**config.mk**
```make
export PLATFORM = sky130hd
export DESIGN_NAME = mdu_sequencer_flat
export DESIGN_NICKNAME = d
export VERILOG_FILES = /design/src/rtl/mdu_pkg.sv /design/src/rtl/mdu_sequencer_if.sv /design/src/rtl/mdu_shift_core.sv /design/src/rtl/mdu_sequencer.sv /design/src/flat_wrapper.sv
export SDC_FILE = /design/constraint.sdc
export NUM_CORES = 1
export LEC_CHECK = 0
export BUFFER_PORTS_ARGS = -buffer_cell sky130_fd_sc_hd__buf_2
export CELL_PAD_IN_SITES_DETAIL_PLACEMENT = 1
export CELL_PAD_IN_SITES_GLOBAL_PLACEMENT = 2
export CORE_MARGIN = 4
export CORE_UTILIZATION = 39
export DETAILED_ROUTE_END_ITERATION = 10
export PLACE_DENSITY = 0.92
export SYNTH_ARGS = -nofsm -noshare
export SYNTH_HDL_FRONTEND = slang
export SYNTH_SLANG_ARGS = --single-unit
```
**constraint.sdc**
```tcl
create_clock -name clk -period 4.05 [get_ports clk]
set_clock_uncertainty 0.05 [all_clocks]
set_input_delay 0.2025 -clock clk [delete_from_list [all_inputs] [get_ports clk]]
set_output_delay 0.2025 -clock clk [all_outputs]
set_load 0.02 [all_outputs]
```
**src/rtl/mdu_pkg.sv**
```systemverilog
// Shared definitions for the multiply/divide sequencer: FSM state type,
// Funct3 op codes, default operand width and small op-decode helpers.
package mdu_pkg;

  localparam int MDU_XLEN = 32;

  typedef enum logic [1:0] {
    ST_IDLE  = 2'd0,
    ST_CALC  = 2'd1,
    ST_FIXUP = 2'd2,
    ST_DONE  = 2'd3
  } mdu_state_e;

  localparam logic [2:0] F3_MUL    = 3'b000;
  localparam logic [2:0] F3_MULH   = 3'b001;
  localparam logic [2:0] F3_MULHSU = 3'b010;
  localparam logic [2:0] F3_MULHU  = 3'b011;
  localparam logic [2:0] F3_DIV    = 3'b100;
  localparam logic [2:0] F3_DIVU   = 3'b101;
  localparam logic [2:0] F3_REM    = 3'b110;
  localparam logic [2:0] F3_REMU   = 3'b111;

  // SrcA is signed for MULH, MULHSU, DIV and REM.
  function automatic logic op_a_signed(input logic [2:0] f3);
    return (f3 == F3_MULH) || (f3 == F3_MULHSU) || (f3 == F3_DIV) || (f3 == F3_REM);
  endfunction

  // SrcB is signed for MULH, DIV and REM (MULHSU keeps it unsigned).
  function automatic logic op_b_signed(input logic [2:0] f3);
    return (f3 == F3_MULH) || (f3 == F3_DIV) || (f3 == F3_REM);
  endfunction

endpackage

```
**src/rtl/mdu_sequencer_if.sv**
```systemverilog
// Request/response bundle between the pipeline and the multiply/divide
// sequencer.
// Handshake: start is a request that is taken only while busy is low and
// flush is low; once taken, busy stays high until the cycle after the
// one-cycle done pulse, and Result holds its value until the next done.
interface mdu_sequencer_if
  import mdu_pkg::*;
#(
  parameter int XLEN = MDU_XLEN
);
  logic            start;
  logic            flush;
  logic [2:0]      Funct3;
  logic [XLEN-1:0] SrcA;
  logic [XLEN-1:0] SrcB;
  logic            busy;
  logic            done;
  logic [XLEN-1:0] Result;

  modport master (
    output start, flush, Funct3, SrcA, SrcB,
    input  busy, done, Result
  );

  modport slave (
    input  start, flush, Funct3, SrcA, SrcB,
    output busy, done, Result
  );
endinterface

```
**src/rtl/mdu_shift_core.sv**
```systemverilog
// Iterative datapath: hi/lo shift register pair plus the operand register
// and one XLEN+1-bit adder. Multiply is shift-add on magnitudes (product
// ends up in {hi,lo}); divide (only with MDU_DIV_EN) is restoring division
// with the remainder in hi and the quotient in lo.
module mdu_shift_core
  import mdu_pkg::*;
#(
  parameter int XLEN = MDU_XLEN
) (
  input  logic            clk,
  input  logic            reset,
  input  logic            load,
  input  logic            step,
`ifdef MDU_DIV_EN
  input  logic            is_div,
`endif
  input  logic [XLEN-1:0] a_mag,
  input  logic [XLEN-1:0] b_mag,
  output logic [XLEN-1:0] hi,
  output logic [XLEN-1:0] lo
);

  logic [XLEN-1:0] hi_q, hi_d;
  logic [XLEN-1:0] lo_q, lo_d;
  logic [XLEN-1:0] opb_q, opb_d;

  logic [XLEN:0] add_a;
  logic [XLEN:0] add_b;
  logic [XLEN:0] sum;

  // Shared adder: multiply adds the multiplicand to hi; divide subtracts
  // the divisor from {hi, next dividend bit}.
  always_comb begin
    add_a = {1'b0, hi_q};
    add_b = {1'b0, opb_q};
    sum   = add_a + add_b;
`ifdef MDU_DIV_EN
    if (is_div) begin
      add_a = {hi_q, lo_q[XLEN-1]};
      sum   = add_a + ~add_b + (XLEN+1)'(1);
    end
`endif
  end

  // One iteration per step; load seeds the registers with the magnitudes.
  always_comb begin
    hi_d  = hi_q;
    lo_d  = lo_q;
    opb_d = opb_q;
    if (load) begin
      hi_d  = '0;
      lo_d  = a_mag;
      opb_d = b_mag;
    end else if (step) begin
`ifdef MDU_DIV_EN
      if (is_div) begin
        // MSB of the difference is its sign: negative means restore.
        if (!sum[XLEN]) begin
          hi_d = sum[XLEN-1:0];
          lo_d = {lo_q[XLEN-2:0], 1'b1};
        end else begin
          hi_d = add_a[XLEN-1:0];
          lo_d = {lo_q[XLEN-2:0], 1'b0};
        end
      end else
`endif
      begin
        if (lo_q[0]) begin
          {hi_d, lo_d} = {sum, lo_q[XLEN-1:1]};
        end else begin
          {hi_d, lo_d} = {1'b0, hi_q, lo_q[XLEN-1:1]};
        end
      end
    end
  end

  // Datapath registers, cleared asynchronously.
  always_ff @(posedge clk or negedge reset) begin
    if (!reset) begin
      hi_q  <= '0;
      lo_q  <= '0;
      opb_q <= '0;
    end else begin
      hi_q  <= hi_d;
      lo_q  <= lo_d;
      opb_q <= opb_d;
    end
  end

  assign hi = hi_q;
  assign lo = lo_q;

endmodule

```
**src/rtl/mdu_sequencer.sv**
```systemverilog
// Multi-cycle multiply/divide sequencer: FSM (IDLE/CALC/FIXUP/DONE),
// iteration counter, operand sign handling, divide special cases and the
// registered Result. Normal ops take XLEN CALC cycles plus one FIXUP cycle;
// special cases go straight from IDLE to DONE.
// Optional feature: define MDU_DIV_EN to build the divide path
// (Funct3 100..111). Without it those ops complete at once with Result 0.
module mdu_sequencer
  import mdu_pkg::*;
#(
  parameter int XLEN = MDU_XLEN
) (
  input  logic                  clk,
  input  logic                  reset,
  mdu_sequencer_if.slave        bus,
  output mdu_state_e            dbg_state
);

  localparam int CNT_W = (XLEN > 1) ? $clog2(XLEN) : 1;
`ifdef MDU_DIV_EN
  localparam logic [XLEN-1:0] MIN_NEG = {1'b1, {(XLEN-1){1'b0}}};
`endif

  mdu_state_e      state_q, state_d;
  logic [CNT_W-1:0] cnt_q, cnt_d;
  logic [2:0]      op_q, op_d;
  logic            neg_q, neg_d;
  logic [XLEN-1:0] result_q, result_d;

  logic            accept;
  logic            special;
  logic [XLEN-1:0] spec_result;
  logic            a_neg, b_neg;
  logic [XLEN-1:0] a_mag, b_mag;
  logic            core_load, core_step;
  logic [XLEN-1:0] hi, lo;

  logic [2*XLEN-1:0] prod, prod_fix;
  logic [XLEN-1:0]   mul_res, div_res, fix_result;
`ifdef MDU_DIV_EN
  logic [XLEN-1:0]   div_raw;
`endif

  // flush outranks start, so a start in the same cycle is dropped.
  assign accept = (state_q == ST_IDLE) && bus.start && !bus.flush;

  // State register and bookkeeping flops.
  always_ff @(posedge clk or negedge reset) begin
    if (!reset) begin
      state_q  <= ST_IDLE;
      cnt_q    <= '0;
      op_q     <= '0;
      neg_q    <= 1'b0;
      result_q <= '0;
    end else begin
      state_q  <= state_d;
      cnt_q    <= cnt_d;
      op_q     <= op_d;
      neg_q    <= neg_d;
      result_q <= result_d;
    end
  end

  // Next-state logic; flush returns to IDLE from anywhere.
  always_comb begin
    state_d = state_q;
    if (bus.flush) begin
      state_d = ST_IDLE;
    end else begin
      case (state_q)
        ST_IDLE:  if (bus.start) state_d = special ? ST_DONE : ST_CALC;
        ST_CALC:  if (cnt_q == CNT_W'(XLEN - 1)) state_d = ST_FIXUP;
        ST_FIXUP: state_d = ST_DONE;
        ST_DONE:  state_d = ST_IDLE;
        default:  state_d = ST_IDLE;
      endcase
    end
  end

  // Outputs are pure state decodes plus the held result register.
  always_comb begin
    bus.busy   = (state_q != ST_IDLE);
    bus.done   = (state_q == ST_DONE);
    bus.Result = result_q;
    dbg_state  = state_q;
  end

  // Special-case detection for divide ops that never enter CALC.
  always_comb begin
    special     = 1'b0;
    spec_result = '0;
`ifdef MDU_DIV_EN
    if (bus.Funct3[2]) begin
      if (bus.SrcB == '0) begin
        special     = 1'b1;
        spec_result = bus.Funct3[1] ? bus.SrcA : '1;
      end else if (!bus.Funct3[0] && (bus.SrcA == MIN_NEG) && (bus.SrcB == '1)) begin
        special     = 1'b1;
        spec_result = bus.Funct3[1] ? '0 : MIN_NEG;
      end
    end
`else
    special = bus.Funct3[2];
`endif
  end

  // Operand magnitudes fed to the core; the sign is restored in FIXUP.
  always_comb begin
    a_neg = op_a_signed(bus.Funct3) && bus.SrcA[XLEN-1];
    b_neg = op_b_signed(bus.Funct3) && bus.SrcB[XLEN-1];
    a_mag = a_neg ? -bus.SrcA : bus.SrcA;
    b_mag = b_neg ? -bus.SrcB : bus.SrcB;
  end

  // FIXUP result: negate the magnitude result when the sign calls for it.
  always_comb begin
    prod     = {hi, lo};
    prod_fix = neg_q ? -prod : prod;
    mul_res  = (op_q[1:0] == 2'b00) ? prod_fix[XLEN-1:0] : prod_fix[2*XLEN-1:XLEN];
`ifdef MDU_DIV_EN
    div_raw  = op_q[1] ? hi : lo;
    div_res  = neg_q ? -div_raw : div_raw;
`else
    div_res  = '0;
`endif
    fix_result = op_q[2] ? div_res : mul_res;
  end

  // Operation bookkeeping: latch op on accept, count iterations, capture result.
  always_comb begin
    cnt_d     = cnt_q;
    op_d      = op_q;
    neg_d     = neg_q;
    result_d  = result_q;
    core_load = 1'b0;
    core_step = 1'b0;
    if (accept) begin
      op_d  = bus.Funct3;
      cnt_d = '0;
      // Remainder takes the dividend sign; everything else sign(A)^sign(B).
      neg_d = (bus.Funct3[2] && bus.Funct3[1]) ? a_neg : (a_neg ^ b_neg);
      if (special) begin
        result_d = spec_result;
      end else begin
        core_load = 1'b1;
      end
    end
    if ((state_q == ST_CALC) && !bus.flush) begin
      core_step = 1'b1;
      cnt_d     = cnt_q + CNT_W'(1);
    end
    if ((state_q == ST_FIXUP) && !bus.flush) begin
      result_d = fix_result;
    end
  end

  mdu_shift_core #(.XLEN(XLEN)) u_core (
    .clk   (clk),
    .reset (reset),
    .load  (core_load),
    .step  (core_step),
`ifdef MDU_DIV_EN
    .is_div(op_q[2]),
`endif
    .a_mag (a_mag),
    .b_mag (b_mag),
    .hi    (hi),
    .lo    (lo)
  );

endmodule
```
**src/flat_wrapper.sv**
```systemverilog
// flat-port wrapper written by rule: the top's interface ports become plain ports
module mdu_sequencer_flat import mdu_pkg::*;
#(
  parameter int XLEN = MDU_XLEN
)
  (clk, reset, dbg_state, bus_start, bus_flush, bus_Funct3, bus_SrcA, bus_SrcB, bus_busy, bus_done, bus_Result);
  mdu_sequencer_if #(.XLEN(XLEN)) bus_i ();
  input  logic clk;
  input  logic reset;
  output mdu_state_e dbg_state;
  input wire logic [$bits(bus_i.start)-1:0] bus_start;
  input wire logic [$bits(bus_i.flush)-1:0] bus_flush;
  input wire logic [$bits(bus_i.Funct3)-1:0] bus_Funct3;
  input wire logic [$bits(bus_i.SrcA)-1:0] bus_SrcA;
  input wire logic [$bits(bus_i.SrcB)-1:0] bus_SrcB;
  output wire logic [$bits(bus_i.busy)-1:0] bus_busy;
  output wire logic [$bits(bus_i.done)-1:0] bus_done;
  output wire logic [$bits(bus_i.Result)-1:0] bus_Result;
  assign bus_i.start = bus_start;
  assign bus_i.flush = bus_flush;
  assign bus_i.Funct3 = bus_Funct3;
  assign bus_i.SrcA = bus_SrcA;
  assign bus_i.SrcB = bus_SrcB;
  assign bus_busy = bus_i.busy;
  assign bus_done = bus_i.done;
  assign bus_Result = bus_i.Result;
  mdu_sequencer #(.XLEN(XLEN)) u_core (.clk(clk), .reset(reset), .bus(bus_i), .dbg_state(dbg_state));
endmodule
```
==> results_dict.tcl <==
set metrics [dict create \
    outcome "finished clean" \
    cp_data_arrival_time_ns 3.45 \
    cts_setup_buffers 0 \
    syn2layout_area_growth_pct 14.3 \
    stdcell_area_sq_um 12300 \
    num_vias 10600 \
    finalWeightedCongestion 0.911 \
    firstDrtPassIters 5 \
    grt_max_degree 80 \
    crit_required_ns 4.33 \
    maxCapViolCount 0 \
    fp.dieW_microns 174 \
    core.rowCount 60 \
    synth_edf_count 0 \
    cp_slowest_stage_delay_ns 0.54 \
    io_pins 107 \
    clk_latency_ns 0.43 \
    drv_slew 0 \
    synth_seq_area_share_pct 32.2 \
    p_per_area_nw_per_um2 810 \
    hold_start "bus_SrcB[1]" \
    cts_tree "done" \
    synthCells 1333 \
    ys_ff_latch 139 \
    rsz0062_at_grt "no" \
    clock_path_buffers 2 \
    timing.final.crit_share_pct 78.3 \
    hpwl_microns 27200 \
    r2r_end "u_core.bus.Result[20]" \
    syn_area_per_cell_sq_um 8.10 \
    hold_buffers 2 \
    r2r-start "u_core.u_core.lo[5]" \
    r2r_slack_ns 0.88 \
    synth_nets 1446 \
    ant_nets 0 \
    diodes 0 \
    ctsResizeCount 0 \
    p_leak_nw 5.23 \
    portBuffers 106 \
    crit_chain "or3_1, nor4_2, nand4_1, nor4_1, a21oi_1, or4_1, a22o_1" \
    crit_path_end_kind "flop" \
    ys.flop_type "dfrtp_1" \
    setup_viol 0 \
    grt_pass1_vias 10700 \
    synth_area_sq_um 10800 \
    worst-r2r-cell-count 7 \
    synth_top_cell_by_area "dfrtp_1" \
    ir_worst_vdd_v 0.000354 \
    max_slew_margin_pct 32.3 \
    clock_sinks 139 \
    dieArea_sq_um 30400 \
    viasPerCell 5.95 \
    whs_ns 0.0265 \
    antenna_found_initial 0 \
    finalWirelength_microns 36600 \
    path_max_fanout 11 \
    synth_cell_types 75 \
    cts_root_buffer "clkbuf_16" \
    startpoint_type "flop" \
    drive_above_1_share_pct 13.2 \
    ys_warn_count 0 \
    overflow 0 \
    drcViolationCount 0 \
    slowest_stage "nand4_1" \
    numCtsBuffers 17 \
    start_util_pct 39.9 \
    min_to "u_core.u_core.opb_q[1]" \
    n_fill_cell 3309 \
    wl_per_cell_microns 20.6 \
    tns_ns 0 \
    post_dp_cell_area_sq_um 11600 \
    grt_first_pass_wirelength_microns 59000 \
    nets 1504 \
    hold_path.class "input pin to flop" \
    finalHoldViolations 0 \
    grt_usage_pct 23.8 \
    cts.htree.levels 4 \
    max_slew.worst_pin.slew_ns 1.01 \
    crit_type "flop to flop" \
    async_reset_ff_share_pct 100 \
    synth_area_leaders "dfrtp_1, xor2_1, nand2_1" \
    yosysTopAreaCellShare_pct 32.2 \
    holdPathStages 3 \
    dieHeight_microns 174 \
    cp-startpoint "u_core.u_core.lo[5]" \
    finalCriticalPeriod_ns 3.17 \
    core_area_sq_um 27100 \
    max_clock_freq_ghz 0.315 \
    drt_first_iter_violations 943 \
    cts.clk_slew.worst_paths_ns 0.06 \
]
critical path, delay by kind of cell, from the launching register on:
kind            cells  cell delay [ns]
compound gates      2             0.30
flops               1             0.43
simple gates        5             2.28
power breakdown:
group	internal [mW]	switching (mW)
Clock	1.20	0.649
Sequential	1.97	0.978
Combinational	2.04	3.15
worst max path at each step:
stage,slack (ns),depth (start not counted),to
after detailed placement,0.97,7,u_core.bus.Result[20]
after CTS,0.95,7,u_core.bus.Result[20]
after global routing,0.69,7,u_core.bus.Result[20]
after floorplan,1.31,11,u_core.bus.Result[16]
final,0.88,7,u_core.bus.Result[20]
after global placement,1.06,7,u_core.bus.Result[20]
Yosys cell counts, types with 18 or more instances:
| cell | number |
|---|---|
| ha_1 | 41 |
| and3_1 | 29 |
| dfrtp_1 | 139 |
| o21ai_0 | 121 |
| xor2_1 | 83 |
| a31oi_1 | 28 |
| o31ai_1 | 29 |
| a21oi_1 | 95 |
| nor2_1 | 90 |
| nand2_1 | 180 |
| nor3_1 | 26 |
| xnor2_1 | 57 |
| clkbuf_1 | 78 |
| inv_1 | 21 |
| or4_1 | 18 |
cells in the final DEF, fill, tap and decap left out, types with 5 or more instances in the layout:
cell type	synthesis	routed
and3_1	29	29
nand4_1	14	14
o221ai_1	7	7
mux2i_1	16	16
or2_2	8	7
buf_2	6	105
or4_1	18	18
o21ai_0	121	121
o22ai_1	12	12
buf_4	0	18
nor2_1	90	89
a21o_1	13	13
o21bai_1	5	5
nand3b_1	6	6
nor2b_1	9	8
o41ai_1	16	16
nor4_1	16	16
or3_1	16	16
o21ai_1	5	5
inv_1	21	21
a31oi_1	28	28
o21a_1	7	7
and2_1	5	5
xor2_1	83	83
clkbuf_16	0	17
nand2_1	180	180
o211ai_1	9	9
a211oi_1	13	13
ha_1	41	41
nand2b_1	13	12
xnor2_1	57	57
nor3_1	26	26
bufinv_16	0	6
a21oi_1	95	95
dfrtp_1	139	138
nand3_1	15	15
o31ai_1	29	29
a22oi_1	11	11
metal layers:
metal / track usage [%] / wire length [microns] / part of all wire (%) / vias to the layer above
met1: 32.1 / 16500 / 45 / 5248
met2: 40.1 / 17600 / 48 / 300
li1: - / - / - / 4983
met5: 0 / 0 / 0 / -
met4: 6.24 / 695 / 1.9 / 0
met3: 3.44 / 1730 / 4.7 / 45
per-stage QoR:
stage | instances | setup WS (ns) | power [mW] | util, %
floorplan | 1333 | 1.31 | 6.31 | -
global placement | 1742 | 1.06 | 7.83 | 42.9
detailed placement | 1742 | 0.969 | 8.00 | 42.9
CTS | 1776 | 0.950 | 9.95 | 45.5
global route | 1776 | 0.687 | 10.7 | 45.5
finish | 1776 | 0.877 | 9.99 | 45.5
cells by family (layout without fill, tap and decap cells):
logic type      after synthesis  in the layout  share of synthesized area (%)
mux                          20             20                           1.90
flops                       139            139                           32.2
compound gates              412            412                           23.9
xor+xnor                    140            140                           11.4
buf+inv                     109            180                           3.86
fa+ha+maj                    42             42                           4.93
simple gates                471            471                           21.9
registers in the layout (all words and copies together), names as in the netlist:
name	cells
u_core.bus.Result	32
u_core.u_core.hi	32
u_core.u_core.lo	32
u_core.u_core.opb_q	32
u_core.cnt_q	5
u_core.op_q	3
u_core.dbg_state	2
u_core.neg_q	1
area by class of cell:
type	count	area, sq um	share of cell area (%)
Clock inverter	11	214	1.73
Multi-Input combinational cell	1085	6920	56.1
Sequential cell	139	3480	28.2
Clock buffer	21	470	3.81
Inverter	21	78.8	0.639
Tap cell	372	465	3.77
Timing Repair Buffer	127	712	5.77
Power figures use the tool's default switching activity.
